$ cat src/rtl/line_window_gen.sv
// line_window_gen: builds KxK sliding windows from a raster pixel stream.
// Pixels enter in raster order through a valid/ready handshake. K-1 line
// buffers give each column a K-deep vertical history, and a small column
// history register supplies the previous K-1 columns. A completed window is
// registered on the edge that accepts its bottom-right pixel and is held
// until the consumer takes it.
//
// Ports:
//   clock, rst_n          clock, asynchronous active-low reset
//   start                 one-cycle pulse: latch cfg_* and begin a tile
//   cfg_cols/rows/stride  tile geometry (stride 1 or 2)
//   in_valid/in_ready     pixel input handshake, pixel_in raster order
//   win_valid/win_ready   window output handshake
//   window_out            slot r*K+c at [(r*K+c)*WIDTH +: WIDTH], r=0 top row
//   done                  one-cycle pulse at tile end
//   cfg_err               one-cycle pulse when a start is rejected
module line_window_gen #(
    parameter int unsigned WIDTH       = 16,
    parameter int unsigned KERNEL_SIZE = 3,
    parameter int unsigned MAX_COLS    = 32,
    parameter int unsigned COL_W       = 6
) (
    input  logic                                      clock,
    input  logic                                      rst_n,
    input  logic                                      start,
    input  logic [COL_W-1:0]                          cfg_cols,
    input  logic [COL_W-1:0]                          cfg_rows,
    input  logic [1:0]                                cfg_stride,
    input  logic                                      in_valid,
    output logic                                      in_ready,
    input  logic [WIDTH-1:0]                          pixel_in,
    output logic                                      win_valid,
    input  logic                                      win_ready,
    output logic [KERNEL_SIZE*KERNEL_SIZE*WIDTH-1:0]  window_out,
    output logic                                      done,
    output logic                                      cfg_err
);

    localparam int unsigned K     = KERNEL_SIZE;
    localparam int unsigned WIN_W = K * K * WIDTH;
    localparam int unsigned AW    = (MAX_COLS > 1) ? $clog2(MAX_COLS) : 1;

    typedef enum logic [1:0] {
        IDLE  = 2'd0,
        RUN   = 2'd1,
        DRAIN = 2'd2,
        DONE  = 2'd3
    } state_t;

    state_t             state_q, state_d;
    logic [COL_W-1:0]   col_q, col_d;
    logic [COL_W-1:0]   row_q, row_d;
    logic [COL_W-1:0]   cols_q, cols_d;
    logic [COL_W-1:0]   rows_q, rows_d;
    logic [1:0]         stride_q, stride_d;
    logic               win_valid_q, win_valid_d;
    logic [WIN_W-1:0]   window_q, window_d;
    logic               done_q, done_d;
    logic               cfg_err_q, cfg_err_d;

    // Line buffers: line_mem[0] is one row up, line_mem[K-2] is K-1 rows up.
    logic [WIDTH-1:0]   line_mem [K-1][MAX_COLS];
    // Previous K-1 columns of the window; index K-2 is the most recent.
    logic [WIDTH-1:0]   hist_q [K][K-1];
    logic [WIDTH-1:0]   hist_d [K][K-1];

    logic [WIDTH-1:0]   newcol_c [K];
    logic [WIN_W-1:0]   win_next_c;
    logic [AW-1:0]      col_idx_c;
    logic               accept_c;
    logic               cfg_ok_c;
    logic               last_col_c;
    logic               last_row_c;
    logic               emit_c;
    logic               row_phase_c;
    logic               col_phase_c;

    assign in_ready   = (state_q == RUN) && (!win_valid_q || win_ready);
    assign win_valid  = win_valid_q;
    assign window_out = window_q;
    assign done       = done_q;
    assign cfg_err    = cfg_err_q;

    assign accept_c  = in_valid && in_ready;
    assign col_idx_c = AW'(col_q);

    // Legal geometry: at least one full window fits and the row fits a buffer.
    assign cfg_ok_c = (cfg_cols >= COL_W'(K)) && (cfg_cols <= COL_W'(MAX_COLS)) &&
                      (cfg_rows >= COL_W'(K)) &&
                      ((cfg_stride == 2'd1) || (cfg_stride == 2'd2));

    assign last_col_c = (col_q == (cols_q - COL_W'(1)));
    assign last_row_c = (row_q == (rows_q - COL_W'(1)));

    // With stride 2, (x-K+1) is even exactly when x has the parity of K-1.
    assign row_phase_c = (row_q[0] == 1'(K - 1));
    assign col_phase_c = (col_q[0] == 1'(K - 1));
    assign emit_c = (row_q >= COL_W'(K - 1)) && (col_q >= COL_W'(K - 1)) &&
                    ((stride_q == 2'd1) || (row_phase_c && col_phase_c));

    // Vertical column ending at the incoming pixel, top row first.
    always_comb begin
        for (int unsigned r = 0; r < K; r++) begin
            newcol_c[r] = pixel_in;
        end
        for (int unsigned r = 0; r < K - 1; r++) begin
            newcol_c[r] = line_mem[K - 2 - r][col_idx_c];
        end
    end

    // Candidate window: K-1 history columns followed by the new column.
    always_comb begin
        win_next_c = '0;
        for (int unsigned r = 0; r < K; r++) begin
            for (int unsigned c = 0; c < K; c++) begin
                if (c < K - 1) begin
                    win_next_c[(r*K + c)*WIDTH +: WIDTH] = hist_q[r][c];
                end else begin
                    win_next_c[(r*K + c)*WIDTH +: WIDTH] = newcol_c[r];
                end
            end
        end
    end

    // Column history shift on each accepted pixel.
    always_comb begin
        hist_d = hist_q;
        if (accept_c) begin
            for (int unsigned r = 0; r < K; r++) begin
                for (int unsigned c = 0; c + 2 < K; c++) begin
                    hist_d[r][c] = hist_q[r][c + 1];
                end
                hist_d[r][K - 2] = newcol_c[r];
            end
        end
    end

    // FSM, counters, configuration latch and output registers.
    always_comb begin
        state_d     = state_q;
        col_d       = col_q;
        row_d       = row_q;
        cols_d      = cols_q;
        rows_d      = rows_q;
        stride_d    = stride_q;
        win_valid_d = win_valid_q;
        window_d    = window_q;
        cfg_err_d   = 1'b0;
        done_d      = 1'b0;

        if (win_valid_q && win_ready) begin
            win_valid_d = 1'b0;
        end

        unique case (state_q)
            IDLE: begin
                if (start) begin
                    if (cfg_ok_c) begin
                        state_d  = RUN;
                        cols_d   = cfg_cols;
                        rows_d   = cfg_rows;
                        stride_d = cfg_stride;
                        col_d    = '0;
                        row_d    = '0;
                    end else begin
                        cfg_err_d = 1'b1;
                    end
                end
            end
            RUN: begin
                if (accept_c) begin
                    // A new window on a handshake edge replaces the old one.
                    if (emit_c) begin
                        win_valid_d = 1'b1;
                        window_d    = win_next_c;
                    end
                    if (last_col_c) begin
                        col_d = '0;
                        if (last_row_c) begin
                            state_d = DRAIN;
                        end else begin
                            row_d = row_q + COL_W'(1);
                        end
                    end else begin
                        col_d = col_q + COL_W'(1);
                    end
                end
            end
            DRAIN: begin
                if (!win_valid_q || win_ready) begin
                    state_d = DONE;
                end
            end
            DONE: begin
                state_d = IDLE;
            end
            default: begin
                state_d = IDLE;
            end
        endcase

        done_d = (state_d == DONE);
    end

    always_ff @(posedge clock or negedge rst_n) begin
        if (!rst_n) begin
            state_q     <= IDLE;
            col_q       <= '0;
            row_q       <= '0;
            cols_q      <= '0;
            rows_q      <= '0;
            stride_q    <= '0;
            win_valid_q <= 1'b0;
            window_q    <= '0;
            done_q      <= 1'b0;
            cfg_err_q   <= 1'b0;
        end else begin
            state_q     <= state_d;
            col_q       <= col_d;
            row_q       <= row_d;
            cols_q      <= cols_d;
            rows_q      <= rows_d;
            stride_q    <= stride_d;
            win_valid_q <= win_valid_d;
            window_q    <= window_d;
            done_q      <= done_d;
            cfg_err_q   <= cfg_err_d;
        end
    end

    // Pixel storage carries no reset; stale contents are never windowed.
    always_ff @(posedge clock) begin
        hist_q <= hist_d;
        if (accept_c) begin
            line_mem[0][col_idx_c] <= pixel_in;
            for (int unsigned j = 1; j < K - 1; j++) begin
                line_mem[j][col_idx_c] <= line_mem[j - 1][col_idx_c];
            end
        end
    end

endmodule
$ cat config.mk
export PLATFORM = sky130hd
export DESIGN_NAME = line_window_gen
export DESIGN_NICKNAME = d
export VERILOG_FILES = /design/src/rtl/line_window_gen.sv
export SDC_FILE = /design/constraint.sdc
export NUM_CORES = 1
export LEC_CHECK = 0
export BUFFER_PORTS_ARGS = -buffer_cell sky130_fd_sc_hd__buf_2
export CORE_MARGIN = 4
export CORE_UTILIZATION = 60
export CTS_CLUSTER_DIAMETER = 150
export DETAILED_ROUTE_END_ITERATION = 12
export GPL_TIMING_DRIVEN = 0
export PLACE_DENSITY_LB_ADDON = 0.08
export SLEW_MARGIN = 0
export SYNTH_ARGS = -nofsm -noshare
export SYNTH_HDL_FRONTEND = slang
export SYNTH_SLANG_ARGS = --single-unit
$ cat constraint.sdc
create_clock -name clock -period 6.6 [get_ports clock]
set_clock_uncertainty 0.05 [all_clocks]
set_input_delay 0 -clock clock [delete_from_list [all_inputs] [get_ports clock]]
set_output_delay 0 -clock clock [all_outputs]
set_load 0.01 [all_outputs]
# Word level (Yosys, flattened, before mapping)
# Memory sizes are Yosys's and may differ from the RTL's.
# Cells that the tools add are included.
[word_totals]
ff_bits = 271
latch_bits = 0
ram_bits = 1024
rom_bits = 0
output_inout_bits = 148
elab_cells = 98
memories = 1
[op_classes]
add_sub_neg = 4
multipliers = 0
div = 0
order_cmp = 7
n_eq_ne = 14
shift = 0
n_mux = 33
n_bitwise = 3
reduce_logical = 20
[memory_table]
columns = ["memory", "depth", "word_bits", "rd", "rd_clocked_by_memory_dff", "wr", "line", "source"]
rows = [
  ["line_mem", 2, 512, 2, 0, 2, "62", "logic [WIDTH-1:0] line_mem [K-1][MAX_COLS];"],
]
[ops]
columns = ["cell", "count"]
rows = [
  ["512-bit two-way mux", 1],
  ["16-bit binary-select mux with 5-bit select", 2],
  ["16-bit demux with 5-bit select", 1],
  ["16-bit two-way mux", 5],
  ["6-bit two-way mux", 7],
  ["6-bit by 2-bit greater-or-equal comparator with 1-bit output (second input constant)", 4],
  ["6-bit one-hot mux with 2 select lines", 2],
  ["6-bit by 1-bit adder with 6-bit output (second input constant)", 2],
  ["6-bit == test", 2],
  ["2-bit two-way mux", 6],
  ["6-bit by 1-bit subtractor with 6-bit output (second input constant)", 2],
  ["1-bit logical AND", 10],
  ["2-bit != test (second input constant)", 5],
  ["2-bit == test (second input constant)", 4],
  ["1-bit two-way mux", 8],
  ["2-bit one-hot mux with 4 select lines", 1],
  ["2-bit by 1-bit == test with 1-bit output (second input constant)", 3],
  ["6-bit greater-or-equal comparator (second input constant)", 1],
  ["6-bit less-or-equal comparator (second input constant)", 1],
  ["6-bit by 1-bit < comparator with 1-bit output (second input constant)", 1],
  ["5-bit inverter with 6-bit output", 1],
  ["3-bit AND reduction", 2],
  ["6-bit AND reduction", 1],
  ["4-bit AND reduction", 1],
  ["other kinds (5)", 8],
]

# Longest topological paths before layout
[logic_depth]
word_depth = 8
depth_mapped = 10
depth_no_buf = 8

# Worst setup path after synthesis
# OpenSTA, ideal clock, no wires.
[synth_path]
kind = "register -> register"
startpoint = "register state_q[1]"
endpoint = "memory line_mem[0][0] (netlist bit), enable pin"
arrival_ns = 4.934
required_time_ns = 6.129
setup_slack_ns = 1.195
path_stages_with_launch = 7
path_buffers = 0
path_cell_list = "dfrtp_1 > nand2b_2 > nor2_1 > nand2_1 > inv_1 > nand2_1 > nor2_1"
[synth_lines]
columns = ["item", "line", "source"]
rows = [
  ["start: declaration", "50", "state_t state_q, state_d;"],
  ["start signal: assignment", "218", "state_q <= state_d;"],
  ["end: declaration", "62", ""],
]

==> results.tsv <==
metric	value	unit
status	complete, no violations	
initial antenna violation count	3	
post-synth net total	2204	
Final Cycle Share	73.0	%
peak supply drop	0.272	mV
CTS sink cnt	1295	
crit path max fanout	22	
# rows	103	
Post-Syn Area per Cell	22.4	um^2
via count	25100	
Max Cap Viol	0	
CTS tree	built	
Seq/Total Area, Yosys	78.6	%
CTS buffer count	133	
Rel. slew slack	11.1	%
PwrDens	465	nW/um^2
Critical Path End Type	register	
TNS Setup	0	ps
vias in the first global route	25200	
crit path launch type	register	
Crit path top cell by count	clkbuf_1	
number of enable flip-flop cells after synthesis	1120	
Crit path max-delay family	buffers and inverters	
final wirelength	128000	um
DRT Pass-1 Iters	6	
crit-path cells	clkbuf_1, clkbuf_1, buf_1, mux4_2, a22oi_1, nand4_1, buf_8, mux2_2	
critical path class	register to register	
count leader, synth	edfxtp_1	
Hold Fails Final Rpt	0	
Starting DRT DRC Count	3697	
Leakage	18.9	nW
Buf+Inv Stages, Crit Path	4	
Final WS setup	1780	ps
IO Count	183	
Max Slew Vio Count	0	
register bit total from synthesis	1295	
IO Port Bufs	182	
drc violations	0	
crit path DAT	5370	ps
Vert. Die Dim	292	um
Core ar.	79400	um^2
Synth async-reset ratio	13.5	%
grt ovf	0	
Tightest Pin Transition	1330	ps
FMAX	208	MHz
Initial Util	60.9	%
Hold Crit Class	input pin to register	
fin crit period	4820	ps
synth cell count leaders	edfxtp_1 (1120), mux4_2 (256), dfrtp_1 (175)	
CP Data Required Time	7150	ps
die area	85200	um^2
Area contributors post-synth	edfxtp_1 (70%), mux4_2 (12%), dfrtp_1 (9.1%)	
# hold bufs at CTS	38	
clock tree buffer depth	3	
area leader, netlist	edfxtp_1	
Final nets	2625	
post_cts resized	0	
vias per inst	6.72	
biggest cell delay along the critical path	860	ps
Post-DRT Antenna Nets	0	
routed length per instance	34.2	um
CTS H-tree lvls	4	
layout cells sized above 1	32.5	%
Final setup viols	0	
Reg clk slew, reported paths	60	ps
largest net degree at the start of global routing	106	
setup bufs post-CTS	0	
DP HPWL	81700	um
worst-skew pair later-pin latency	720	ps
Syn. warnings	0	
Synth Flop Type	edfxtp_1	
cells after synthesis	2162	
Root Driver	clkbuf_16	
gr usage total	30.4	%
Area Growth Syn to Fin	17.2	%
dpl ws	1220	ps
die extent in x	292	um
post-synthesis cell area	48300	um^2
Critical Path Slowest Stage Cell	buf_1	
synth unique cells	52	
Final GP Congestion	0.792	
top cell type's share of synthesized area	69.6	%
first-pass GRT wire length	182000	um
RSZ-0062 raised after global routing	no	
==> layout by cell type, fill, tap and decap left out, types with 25 or more instances in the layout <==
cell type / netlist / routed
a22oi_1: 128 / 128
buf_12: 0 / 25
buf_2: 36 / 217
clkbuf_1: 58 / 94
clkbuf_16: 0 / 136
dfrtp_1: 175 / 175
dlygate4sd3_1: 0 / 37
edfxtp_1: 1120 / 1120
mux2_1: 47 / 47
mux2_2: 110 / 110
mux4_2: 256 / 256
nand4_1: 33 / 33
nor2_4: 0 / 32
==> layout make-up <==
class / instances / area [um^2]
Fill cell: 4711 / 22700
Buffer: 114 / 489
Clock inverter: 51 / 374
Multi-Input combinational cell: 743 / 10000
Sequential cell: 1295 / 38000
Clock buffer: 180 / 3650
Tap cell: 1050 / 1310
Timing Repair Buffer: 286 / 2710
Inverter: 10 / 40.0
Antenna cell: 2 / 5.00
==> tightest hold or removal path, cell delays in order <==
cell	delay, ps
dlygate4sd3_1	520
buf_2	140
o21ai_0	90
==> path summary, 6_finish.rpt <==
kind	from	to	slack (ps)	cells after the start
max	col_q[1]	window_out[87]	1780	8
min	cfg_stride[0]	stride_q[1]	30	3
max reg2reg	col_q[1]	window_out[87]	1780	8
min reg2reg	hist_q[68]	hist_q[84]	390	0
max in group asynchronous	rst_n	window_out[73]	5610	4
min in group asynchronous	rst_n	window_out[110]	340	4
==> state kept, by name, indices dropped and copies added (netlist names) <==
register / count
col_q: 6
cfg_err: 1
row_q: 6
state_q: 2
hist_q: 96
window_out: 144
line_mem: 1024
rows_q: 6
win_valid: 1
cols_q: 6
done: 1
stride_q: 2
==> power by group <==
| part | total, mW | leakage, nW | internal [mW] | switching (mW) |
|---|---|---|---|---|
| Clock | 6.98 | 1.96 | 3.99 | 2.99 |
| Combinational | 7.74 | 4.63 | 2.97 | 4.77 |
| Sequential | 11.6 | 12.3 | 11.2 | 0.435 |
| Total | 26.3 | 18.9 | 18.1 | 8.19 |
==> metal layers <==
layer	wire (um)	vias up	track usage [%]
met1	47000	13300	43.4
met4	4700	0	9.87
met2	62200	1630	48.8
met5	0	-	0
li1	-	9884	-
met3	13700	284	5.71
==> through the flow <==
| stage | total power [mW] | area (um^2) | util (%) | hold slack [ps] | std cells |
|---|---|---|---|---|---|
| 2_1_floorplan | 15.9 | 48300 | - | -346 | 2162 |
| 3_3_place_gp | 18.7 | 50600 | 63.7 | 208 | 3394 |
| 3_5_place_dp | 19.3 | 52100 | 65.6 | -47.3 | 3453 |
| 4_1_cts | 26.3 | 56500 | 71.2 | 1.98 | 3722 |
| 5_1_grt | 27.3 | 56600 | 71.3 | 33.4 | 3729 |
| 6_report | 26.3 | 56600 | 71.3 | 25.6 | 3731 |
==> cells by family (layout without fill, tap and decap cells) <==
kind of cell | count (synthesis) | after routing | synth area share (%)
adder cells (fa/ha/maj) | 7 | 7 | 0.181
AO/OA/AOI/OAI | 158 | 158 | 2.50
buffers and inverters | 124 | 641 | 1.09
XOR/XNOR | 20 | 20 | 0.393
AND/OR/NAND/NOR | 145 | 145 | 1.61
other | 0 | 2 | 0
flip-flops | 1295 | 1295 | 78.6
multiplexers | 413 | 413 | 15.6
(Power assumes the default switching activity.)
